## config.mk

```make
export PLATFORM = sky130hd
export DESIGN_NAME = serial_ripple_subtractor_flat
export DESIGN_NICKNAME = d
export VERILOG_FILES = /design/src/rtl/arith_pkg.sv /design/src/rtl/serial_ripple_subtractor_if.sv /design/src/rtl/full_subtractor.sv /design/src/rtl/serial_ripple_subtractor.sv /design/src/flat_wrapper.sv
export SDC_FILE = /design/constraint.sdc
export NUM_CORES = 1
export LEC_CHECK = 0
export BUFFER_PORTS_ARGS = -buffer_cell sky130_fd_sc_hd__buf_2
export CAP_MARGIN = 25
export CORE_UTILIZATION = 35
export DETAILED_ROUTE_END_ITERATION = 6
export SLEW_MARGIN = 10
export SYNTH_ARGS = -nofsm -noshare
export SYNTH_HDL_FRONTEND = slang
export SYNTH_SLANG_ARGS = --single-unit
```

## constraint.sdc

```tcl
create_clock -name clk -period 3.8 [get_ports clk]
set_clock_uncertainty 0.2 [all_clocks]
set_input_delay 0.38 -clock clk [delete_from_list [all_inputs] [get_ports clk]]
set_output_delay 0.38 -clock clk [all_outputs]
set_load 0.05 [all_outputs]
```

## src/rtl/arith_pkg.sv

```systemverilog
// Shared definitions for the serial arithmetic unit (adder and subtractor).
package arith_pkg;

    localparam int unsigned DefaultWidth = 32;

    typedef enum logic [1:0] {
        StIdle = 2'd0,
        StRun  = 2'd1,
        StDone = 2'd2
    } arith_state_e;

endpackage

```

## src/rtl/serial_ripple_subtractor_if.sv

```systemverilog
// Operand/result handshake bundle for the serial subtractor.
// The ovf signal exists only when SUB_OVF_EN is defined.
interface serial_ripple_subtractor_if
    import arith_pkg::*;
#(
    parameter int unsigned WIDTH = DefaultWidth
);
    logic             in_valid;
    logic             in_ready;
    logic [WIDTH-1:0] a;
    logic [WIDTH-1:0] b;
    logic             bin;
    logic             out_valid;
    logic             out_ready;
    logic [WIDTH-1:0] diff;
    logic             bout;
`ifdef SUB_OVF_EN
    logic             ovf;
`endif

    modport master (
        output in_valid, a, b, bin, out_ready,
        input  in_ready, out_valid, diff, bout
`ifdef SUB_OVF_EN
        , input ovf
`endif
    );

    modport slave (
        input  in_valid, a, b, bin, out_ready,
        output in_ready, out_valid, diff, bout
`ifdef SUB_OVF_EN
        , output ovf
`endif
    );
endinterface

```

## src/rtl/full_subtractor.sv

```systemverilog
// One-bit subtractor cell: d = a - b - bin, bout is the borrow out.
module full_subtractor (
    input  logic a,
    input  logic b,
    input  logic bin,
    output logic d,
    output logic bout
);
    assign d    = a ^ b ^ bin;
    assign bout = (~a & b) | (~(a ^ b) & bin);
endmodule

```

## src/rtl/serial_ripple_subtractor.sv

```systemverilog
// Multi-cycle ripple subtractor, BITS_PER_CYCLE bits per clock, borrow held in a flop.
// Optional signed-overflow output enabled by defining SUB_OVF_EN.
module serial_ripple_subtractor
    import arith_pkg::*;
#(
    parameter int unsigned WIDTH          = DefaultWidth,
    parameter int unsigned BITS_PER_CYCLE = 1
) (
    input logic                         clk,
    input logic                         rst,
    serial_ripple_subtractor_if.slave   bus
);
    localparam int unsigned STEPS = WIDTH / BITS_PER_CYCLE;
    localparam int unsigned CNT_W = $clog2(STEPS + 1);
    localparam logic [CNT_W-1:0] LastStep = CNT_W'(STEPS - 1);

    if (BITS_PER_CYCLE == 0 || (WIDTH % BITS_PER_CYCLE) != 0) begin : g_bad_cfg
        $error("BITS_PER_CYCLE must be nonzero and divide WIDTH");
    end

    arith_state_e        state_q;
    logic [CNT_W-1:0]    cnt_q;
    logic [WIDTH-1:0]    a_q, b_q, diff_q;
    logic                borrow_q, bout_q, out_valid_q;
    logic [BITS_PER_CYCLE:0]   chain;
    logic [BITS_PER_CYCLE-1:0] step_d;
    logic [WIDTH-1:0]    diff_next;
`ifdef SUB_OVF_EN
    logic                a_msb_q, b_msb_q, ovf_q;
`endif

    assign chain[0] = borrow_q;

    for (genvar i = 0; i < BITS_PER_CYCLE; i++) begin : g_cell
        full_subtractor u_cell (
            .a    (a_q[i]),
            .b    (b_q[i]),
            .bin  (chain[i]),
            .d    (step_d[i]),
            .bout (chain[i+1])
        );
    end

    // New result bits enter at the MSB end so the word is aligned after STEPS shifts.
    assign diff_next = (diff_q >> BITS_PER_CYCLE) | (WIDTH'(step_d) << (WIDTH - BITS_PER_CYCLE));

    always_ff @(posedge clk) begin
        if (rst) begin
            state_q     <= StIdle;
            cnt_q       <= '0;
            a_q         <= '0;
            b_q         <= '0;
            diff_q      <= '0;
            borrow_q    <= 1'b0;
            bout_q      <= 1'b0;
            out_valid_q <= 1'b0;
`ifdef SUB_OVF_EN
            a_msb_q     <= 1'b0;
            b_msb_q     <= 1'b0;
            ovf_q       <= 1'b0;
`endif
        end else begin
            unique case (state_q)
                StIdle: begin
                    if (bus.in_valid) begin
                        a_q      <= bus.a;
                        b_q      <= bus.b;
                        borrow_q <= bus.bin;
                        cnt_q    <= '0;
                        state_q  <= StRun;
`ifdef SUB_OVF_EN
                        a_msb_q  <= bus.a[WIDTH-1];
                        b_msb_q  <= bus.b[WIDTH-1];
`endif
                    end
                end
                StRun: begin
                    a_q      <= a_q >> BITS_PER_CYCLE;
                    b_q      <= b_q >> BITS_PER_CYCLE;
                    diff_q   <= diff_next;
                    borrow_q <= chain[BITS_PER_CYCLE];
                    cnt_q    <= cnt_q + CNT_W'(1);
                    if (cnt_q == LastStep) begin
                        bout_q      <= chain[BITS_PER_CYCLE];
                        out_valid_q <= 1'b1;
                        state_q     <= StDone;
`ifdef SUB_OVF_EN
                        ovf_q <= (a_msb_q != b_msb_q) && (step_d[BITS_PER_CYCLE-1] != a_msb_q);
`endif
                    end
                end
                StDone: begin
                    if (bus.out_ready) begin
                        out_valid_q <= 1'b0;
                        state_q     <= StIdle;
                    end
                end
                default: state_q <= StIdle;
            endcase
        end
    end

    // Gated by rst so the block never advertises readiness while being reset.
    assign bus.in_ready  = (state_q == StIdle) && !rst;
    assign bus.out_valid = out_valid_q;
    assign bus.diff      = diff_q;
    assign bus.bout      = bout_q;
`ifdef SUB_OVF_EN
    assign bus.ovf       = ovf_q;
`endif
endmodule

```

## src/flat_wrapper.sv

```systemverilog
// flat-port wrapper written by rule: the top's interface ports become plain ports
module serial_ripple_subtractor_flat import arith_pkg::*;
#(
    parameter int unsigned WIDTH          = DefaultWidth,
    parameter int unsigned BITS_PER_CYCLE = 1
)
  (clk, rst, bus_in_valid, bus_a, bus_b, bus_bin, bus_out_ready, bus_in_ready, bus_out_valid, bus_diff, bus_bout);
  serial_ripple_subtractor_if #(.WIDTH(WIDTH)) bus_i ();
  input logic clk;
  input logic rst;
  input wire logic [$bits(bus_i.in_valid)-1:0] bus_in_valid;
  input wire logic [$bits(bus_i.a)-1:0] bus_a;
  input wire logic [$bits(bus_i.b)-1:0] bus_b;
  input wire logic [$bits(bus_i.bin)-1:0] bus_bin;
  input wire logic [$bits(bus_i.out_ready)-1:0] bus_out_ready;
  output wire logic [$bits(bus_i.in_ready)-1:0] bus_in_ready;
  output wire logic [$bits(bus_i.out_valid)-1:0] bus_out_valid;
  output wire logic [$bits(bus_i.diff)-1:0] bus_diff;
  output wire logic [$bits(bus_i.bout)-1:0] bus_bout;
  assign bus_i.in_valid = bus_in_valid;
  assign bus_i.a = bus_a;
  assign bus_i.b = bus_b;
  assign bus_i.bin = bus_bin;
  assign bus_i.out_ready = bus_out_ready;
  assign bus_in_ready = bus_i.in_ready;
  assign bus_out_valid = bus_i.out_valid;
  assign bus_diff = bus_i.diff;
  assign bus_bout = bus_i.bout;
  serial_ripple_subtractor #(.WIDTH(WIDTH), .BITS_PER_CYCLE(BITS_PER_CYCLE)) u_core (.clk(clk), .rst(rst), .bus(bus_i));
endmodule
```

Yosys cells after proc, flatten, opt, wreduce, memory -nomap -nowiden
Index checks and enable logic that the tools add are counted.
W data, S select, Z words.
{"block": "op_classes", "n_addsub": 1, "eq_ne": 6, "muxes": 15, "bitwise": 8, "n_reduce_logical": 9}
{"cell": "$pmux W32 S2", "count": 2}
{"cell": "$mux W32", "count": 2}
{"cell": "$or A31 B32 Y32", "count": 1}
{"cell": "$pmux W6 S2", "count": 1}
{"cell": "$add A6 B1 Y6 const B", "count": 1}
{"cell": "$eq A6 B5 Y1 const B", "count": 1}
{"cell": "$mux W2", "count": 3}
{"cell": "$mux W6", "count": 1}
{"cell": "$pmux W2 S3", "count": 1}
{"cell": "$reduce_and A3 Y1", "count": 2}
{"cell": "$ne A2 B2 Y1 const B", "count": 2}
{"cell": "$pmux W1 S2", "count": 2}
{"cell": "$reduce_and A2 Y1", "count": 2}
{"cell": "$reduce_bool A2 Y1", "count": 2}
{"cell": "$mux W1", "count": 3}
{"cell": "$and A1 B1 Y1", "count": 2}
{"cell": "$eq A2 B1 Y1 const B", "count": 1}
{"cell": "$eq A2 B2 Y1 const B", "count": 1}
{"cell": "$logic_not A2 Y1", "count": 1}
{"cell": "$ne A2 B1 Y1 const B", "count": 1}
{"cell": "$not A1 Y1", "count": 2}
{"cell": "$xor A1 B1 Y1", "count": 2}
{"cell": "$logic_and A1 B1 Y1", "count": 1}
{"cell": "$logic_not A1 Y1", "count": 1}
{"cell": "$or A1 B1 Y1", "count": 1}
{"block": "word_totals", "regBits": 107, "inputBits": 69, "output_inout_bits": 35}

Depth between registers and ports, before layout
{"block": "logic_depth", "word_depth": 5, "mapped_depth": 7}

Cells and area by module
A second synthesis with hierarchy kept.
{"block": "hier_totals", "hier_cells": 555, "hier_area_um2": 4660.7}
{"module": "serial_ripple_subtractor", "instances": 1, "cells_each": 551, "area_per_inst_um2": 4629.4, "seq_area_each_um2": 2142.1}
{"module": "full_subtractor", "instances": 1, "cells_each": 4, "area_per_inst_um2": 31.3, "seq_area_each_um2": 0.0}

Worst setup path before layout
OpenSTA, ideal clock, no wires.
{"block": "synth_path", "path_kind": "input port to output port", "start": "in rst", "end": "out bus_in_ready", "arrival_time_ps": 1819, "required_ps": 3220, "slack_ps": 1401, "stages": 3, "n_path_buf": 2, "cell_sequence": "clkbuf_1 > clkbuf_1 > nor3_1"}
{"block": "synth_via", "elab_chain_cells": 2}
{"element": "start, declared", "line": "flat_wrapper.sv:10", "source": "input logic rst;"}
{"element": "$logic_not A1 Y1", "line": "serial_ripple_subtractor.sv:104", "source": "assign bus.in_ready = (state_q == StIdle) && !rst;"}
{"element": "$logic_and A1 B1 Y1", "line": "serial_ripple_subtractor.sv:104"}
{"element": "end, declared", "line": "flat_wrapper.sv:16", "source": "output wire logic [$bits(bus_i.in_ready)-1:0] bus_in_ready;"}
No other way between the ends.

Worst setup path in the final report
{"block": "layout_path", "start": "reg u_core.state_q[0]", "end": "reg u_core.a_q[6]"}
{"block": "layout_via", "elab_chain_cells": 3, "word_cells_on_any_way": 6, "cone_classes": "eq/ne (2); mux (1); reduce/logical (3)"}
{"element": "start, declared", "line": "serial_ripple_subtractor.sv:21", "source": "arith_state_e state_q;"}
{"element": "start signal, assigned", "line": "serial_ripple_subtractor.sv:49", "source": "state_q <= StIdle;"}
{"element": "start signal, assigned", "line": "serial_ripple_subtractor.sv:70", "source": "state_q <= StRun;"}
{"element": "start signal, assigned", "line": "serial_ripple_subtractor.sv:86", "source": "state_q <= StDone;"}
{"element": "$eq A2 B1 Y1 or $logic_not A2 Y1 (tied branches)", "line": "serial_ripple_subtractor.sv:63", "source": "unique case (state_q)"}
{"element": "$reduce_bool A2 Y1 (no source line) or $ne A2 B2 Y1 (tied branches)"}
{"element": "$reduce_and A2 Y1 (no source line)"}
{"element": "end signal, assigned", "line": "serial_ripple_subtractor.sv:66", "source": "a_q <= bus.a;"}
{"element": "end signal, assigned", "line": "serial_ripple_subtractor.sv:78", "source": "a_q <= a_q >> BITS_PER_CYCLE;"}
{"element": "end, declared", "line": "serial_ripple_subtractor.sv:23", "source": "logic [WIDTH-1:0] a_q, b_q, diff_q;"}
Several ways; a longest one is shown, not always the timed one.
A chain may end at the register's enable or synchronous reset.

==> impl_metrics.csv <==
group,metric,value,unit
layout,stdcell_area,5830,sq um
synth,synth.area.mux_share,0.0111,
grt,grt_pass1_vias,3907,
synth,syn_area,4970,sq um
synth,synth_cell_types,34,
clock_tree,insertion_delay,0.35,ns
place,gp_congestion,0.764,
worst_setup_path,endpoint_kind,"flip-flop",
layout,areaGrowthSynthToFinish,17.3,%
synth,syn_nets,690,
place,hpwl,7.07,mm
synth,synth_xor_area_frac,0,
sta,fmax,428,MHz
routing,post_drt_wl_per_cell,13.0,microns
worst_setup_path,crit_path_cell_trace,"o21ba_2 > buf_4 > nor2_1 > nor3_1",
worst_setup_path,critPathBufInv,1,
layout,antennaDiodeCount,0,
routing,final_antenna_net_count,0,
worst_setup_path,crit_arrival,2.40,ns
synth,netlist_instances,619,
power,p_per_area,445,nW/um^2
clock_tree,postCtsResizedCells,0,
clock_tree,cts.path.max_buffers,2,
routing,drcViolationCount,0,
die,core,13900,sq um
worst_setup_path,critPathTopFamily,"flip-flops",
synth,ys_seq_elements,107,
grt,grt_use_total,0.155,
worst_setup_path,critPathKind,"flip-flop to flip-flop",
sta,grt_setup_unrepaired,"false",
routing,vias,4270,
grt,grt_pass1_wl,18.3,mm
synth,synthArstFlopShare,0,
clock_tree,root_buffer,"clkbuf_16",
sta,drv_slew,0,
sta,finalSetupTns,0,ns
clock_tree,numCtsBuffers,9,
grt,grt_antenna_before_repair,0,
sta,fin_crit,2.34,ns
layout,fin_nets,754,
sta,post-route-period-util,0.615,
routing,drt-total-wl,11.3,mm
layout,final_util,0.420,
worst_setup_path,start_kind,"flip-flop",
clock_tree,cts_tree,"done",
layout,layout-drive-gt1-share,0.203,
place,place_area,5490,sq um
die,die_w,121,microns
synth,synth-edff-count,0,
die,die_y,121,microns
die,io_pins,104,
synth,synth-main-ff-cell,"dfxtp_1",
worst_setup_path,path_max_fanout,62,
clock_tree,ctsHoldBuffers,0,
routing,via_per_inst,4.92,
place,port_buffers,103,
power,p_total,2590,uW
sta,hold_violations,0,
synth,synth_simple_gate_area_frac,0.380,
job,drv_cap,0,
die,die_area,14700,sq um
synth,ys_warn_count,0,
worst_setup_path,cp_slowest_cell,"dfxtp_4",
clock_tree,post_cts_buffers,0,
synth,synth_top_family_by_area,"simple AND/OR/NAND/NOR gates",
power,irDropWorstVdd,0.209,mV
place,dp_cells,852,
synth,synth_compound_area_frac,0.113,
routing,firstDrtPassIters,5,
die,start_util,0.358,
routing,drt_iter0_drc,357,
worst_setup_path,worst-endpoint-required,3.86,ns
layout,layoutNonFillerInstCount,868,
synth,synth.yosys.seq_area_share,0.431,
clock_tree,clock_sinks,107,
clock_tree,h-tree-depth,3,
sta,setup_viol,0,
synth,synthAdderAreaFrac,0.00655,
synth,avgSynthCellArea,8.02,sq um
clock_tree,clk_pin_slew_worst_paths,0.07,ns
hold_path,hold_class,"input port to flip-flop",
worst_setup_path,critPathMaxStageDelay,0.69,ns
grt,globalRouteOverflowTotal,0,
outcome,status,"complete, no violations",
die,std_cell_rows,43,
sta,slew_headroom,0.533,
grt,grt_start_max_net_pins,75,
power,power_leakage,0.00240,uW
sta,worst_pin_slew,0.701,ns
[flip-flops by register name (all words and copies together), names as in the netlist]
name / cells
u_core.cnt_q: 6
u_core.a_q: 32
u_core.borrow_q: 1
u_core.bus.diff: 32
u_core.bus.out_valid: 1
u_core.b_q: 32
u_core.bus.bout: 1
u_core.state_q: 2
[kinds of logic (layout without fill, tap and decap cells)]
family / after synthesis / in the layout
adder cells (fa/ha/maj): 2 / 2
AO/OA/AOI/OAI: 106 / 106
buffers and inverters: 59 / 128
multiplexers: 5 / 5
flip-flops: 107 / 107
AND/OR/NAND/NOR: 340 / 340
[metrics by stage]
stage / hold WS, ns / setup WS, ns
after CTS: 0.0855 / 1.40
after floorplan: 0.256 / 1.40
after global placement: 0.241 / 1.41
after global routing: 0.0938 / 1.24
after detailed placement: 0.247 / 1.42
final: 0.100 / 1.46
[tightest hold or removal path: cells and delay by family]
kind	cells	cell delay [ns]
AO/OA/AOI/OAI	1	0.05
AND/OR/NAND/NOR	1	0.09
buffers and inverters	1	0.09
[metal layers]
metal | GRT usage | vias up | wire length (microns)
met5 | 0 | - | 0
met4 | 0.0532 | 0 | 144
met3 | 0.0329 | 12 | 557
met2 | 0.248 | 94 | 5190
met1 | 0.206 | 1953 | 5390
li1 | - | 2211 | -
[cells in the mapped netlist, drive strengths merged, types with 3 or more instances]
master  instances  area share
nor3           64       0.064
clkbuf         26       0.020
nand2b         63       0.079
a21oi          98       0.099
nor2           69       0.052
nand2          66       0.050
buf            31       0.037
dfxtp         107        0.43
nor3b           4      0.0071
nand4           4      0.0050
a22oi           3      0.0045
mux2            4      0.0091
or3b           64        0.11
[placed cells by master (no fill, tap or decap), types with 4 or more instances in the layout]
cell / synthesis / layout
buf_4: 7 / 7
or3b_2: 8 / 8
nand4_1: 4 / 4
nand2_1: 66 / 66
clkbuf_16: 0 / 9
nor2_1: 69 / 69
buf_2: 14 / 102
dfxtp_1: 107 / 105
a21oi_1: 98 / 98
or3b_1: 56 / 56
nor3_1: 64 / 64
nand2b_1: 63 / 63
[power by group]
| part | internal [uW] | total (uW) | switching (uW) |
|---|---|---|---|
| logic | 146 | 316 | 170 |
| clock network | 644 | 1050 | 405 |
| registers | 1190 | 1230 | 39.4 |
[area by class of cell]
cell class / count / area, sq um
Multi-Input combinational cell: 453 / 2530
Sequential cell: 107 / 2150
Clock buffer: 11 / 233
Tap cell: 180 / 225
Clock inverter: 5 / 103
Fill cell: 1410 / 8050
Timing Repair Buffer: 110 / 578
Inverter: 2 / 7.51
[final timing paths]
| kind | start | endpoint | slack [ns] | cells past startpoint |
|---|---|---|---|---|
| max | u_core.state_q[0] | u_core.a_q[6] | 1.46 | 4 |
| min reg2reg | u_core.bus.diff[0] | u_core.bus.diff[0] | 0.26 | 2 |
| min | bus_out_ready | u_core.state_q[1] | 0.10 | 3 |
| max reg2reg | u_core.state_q[0] | u_core.a_q[6] | 1.46 | 4 |
Note: power is estimated with default switching activity, not from simulation.
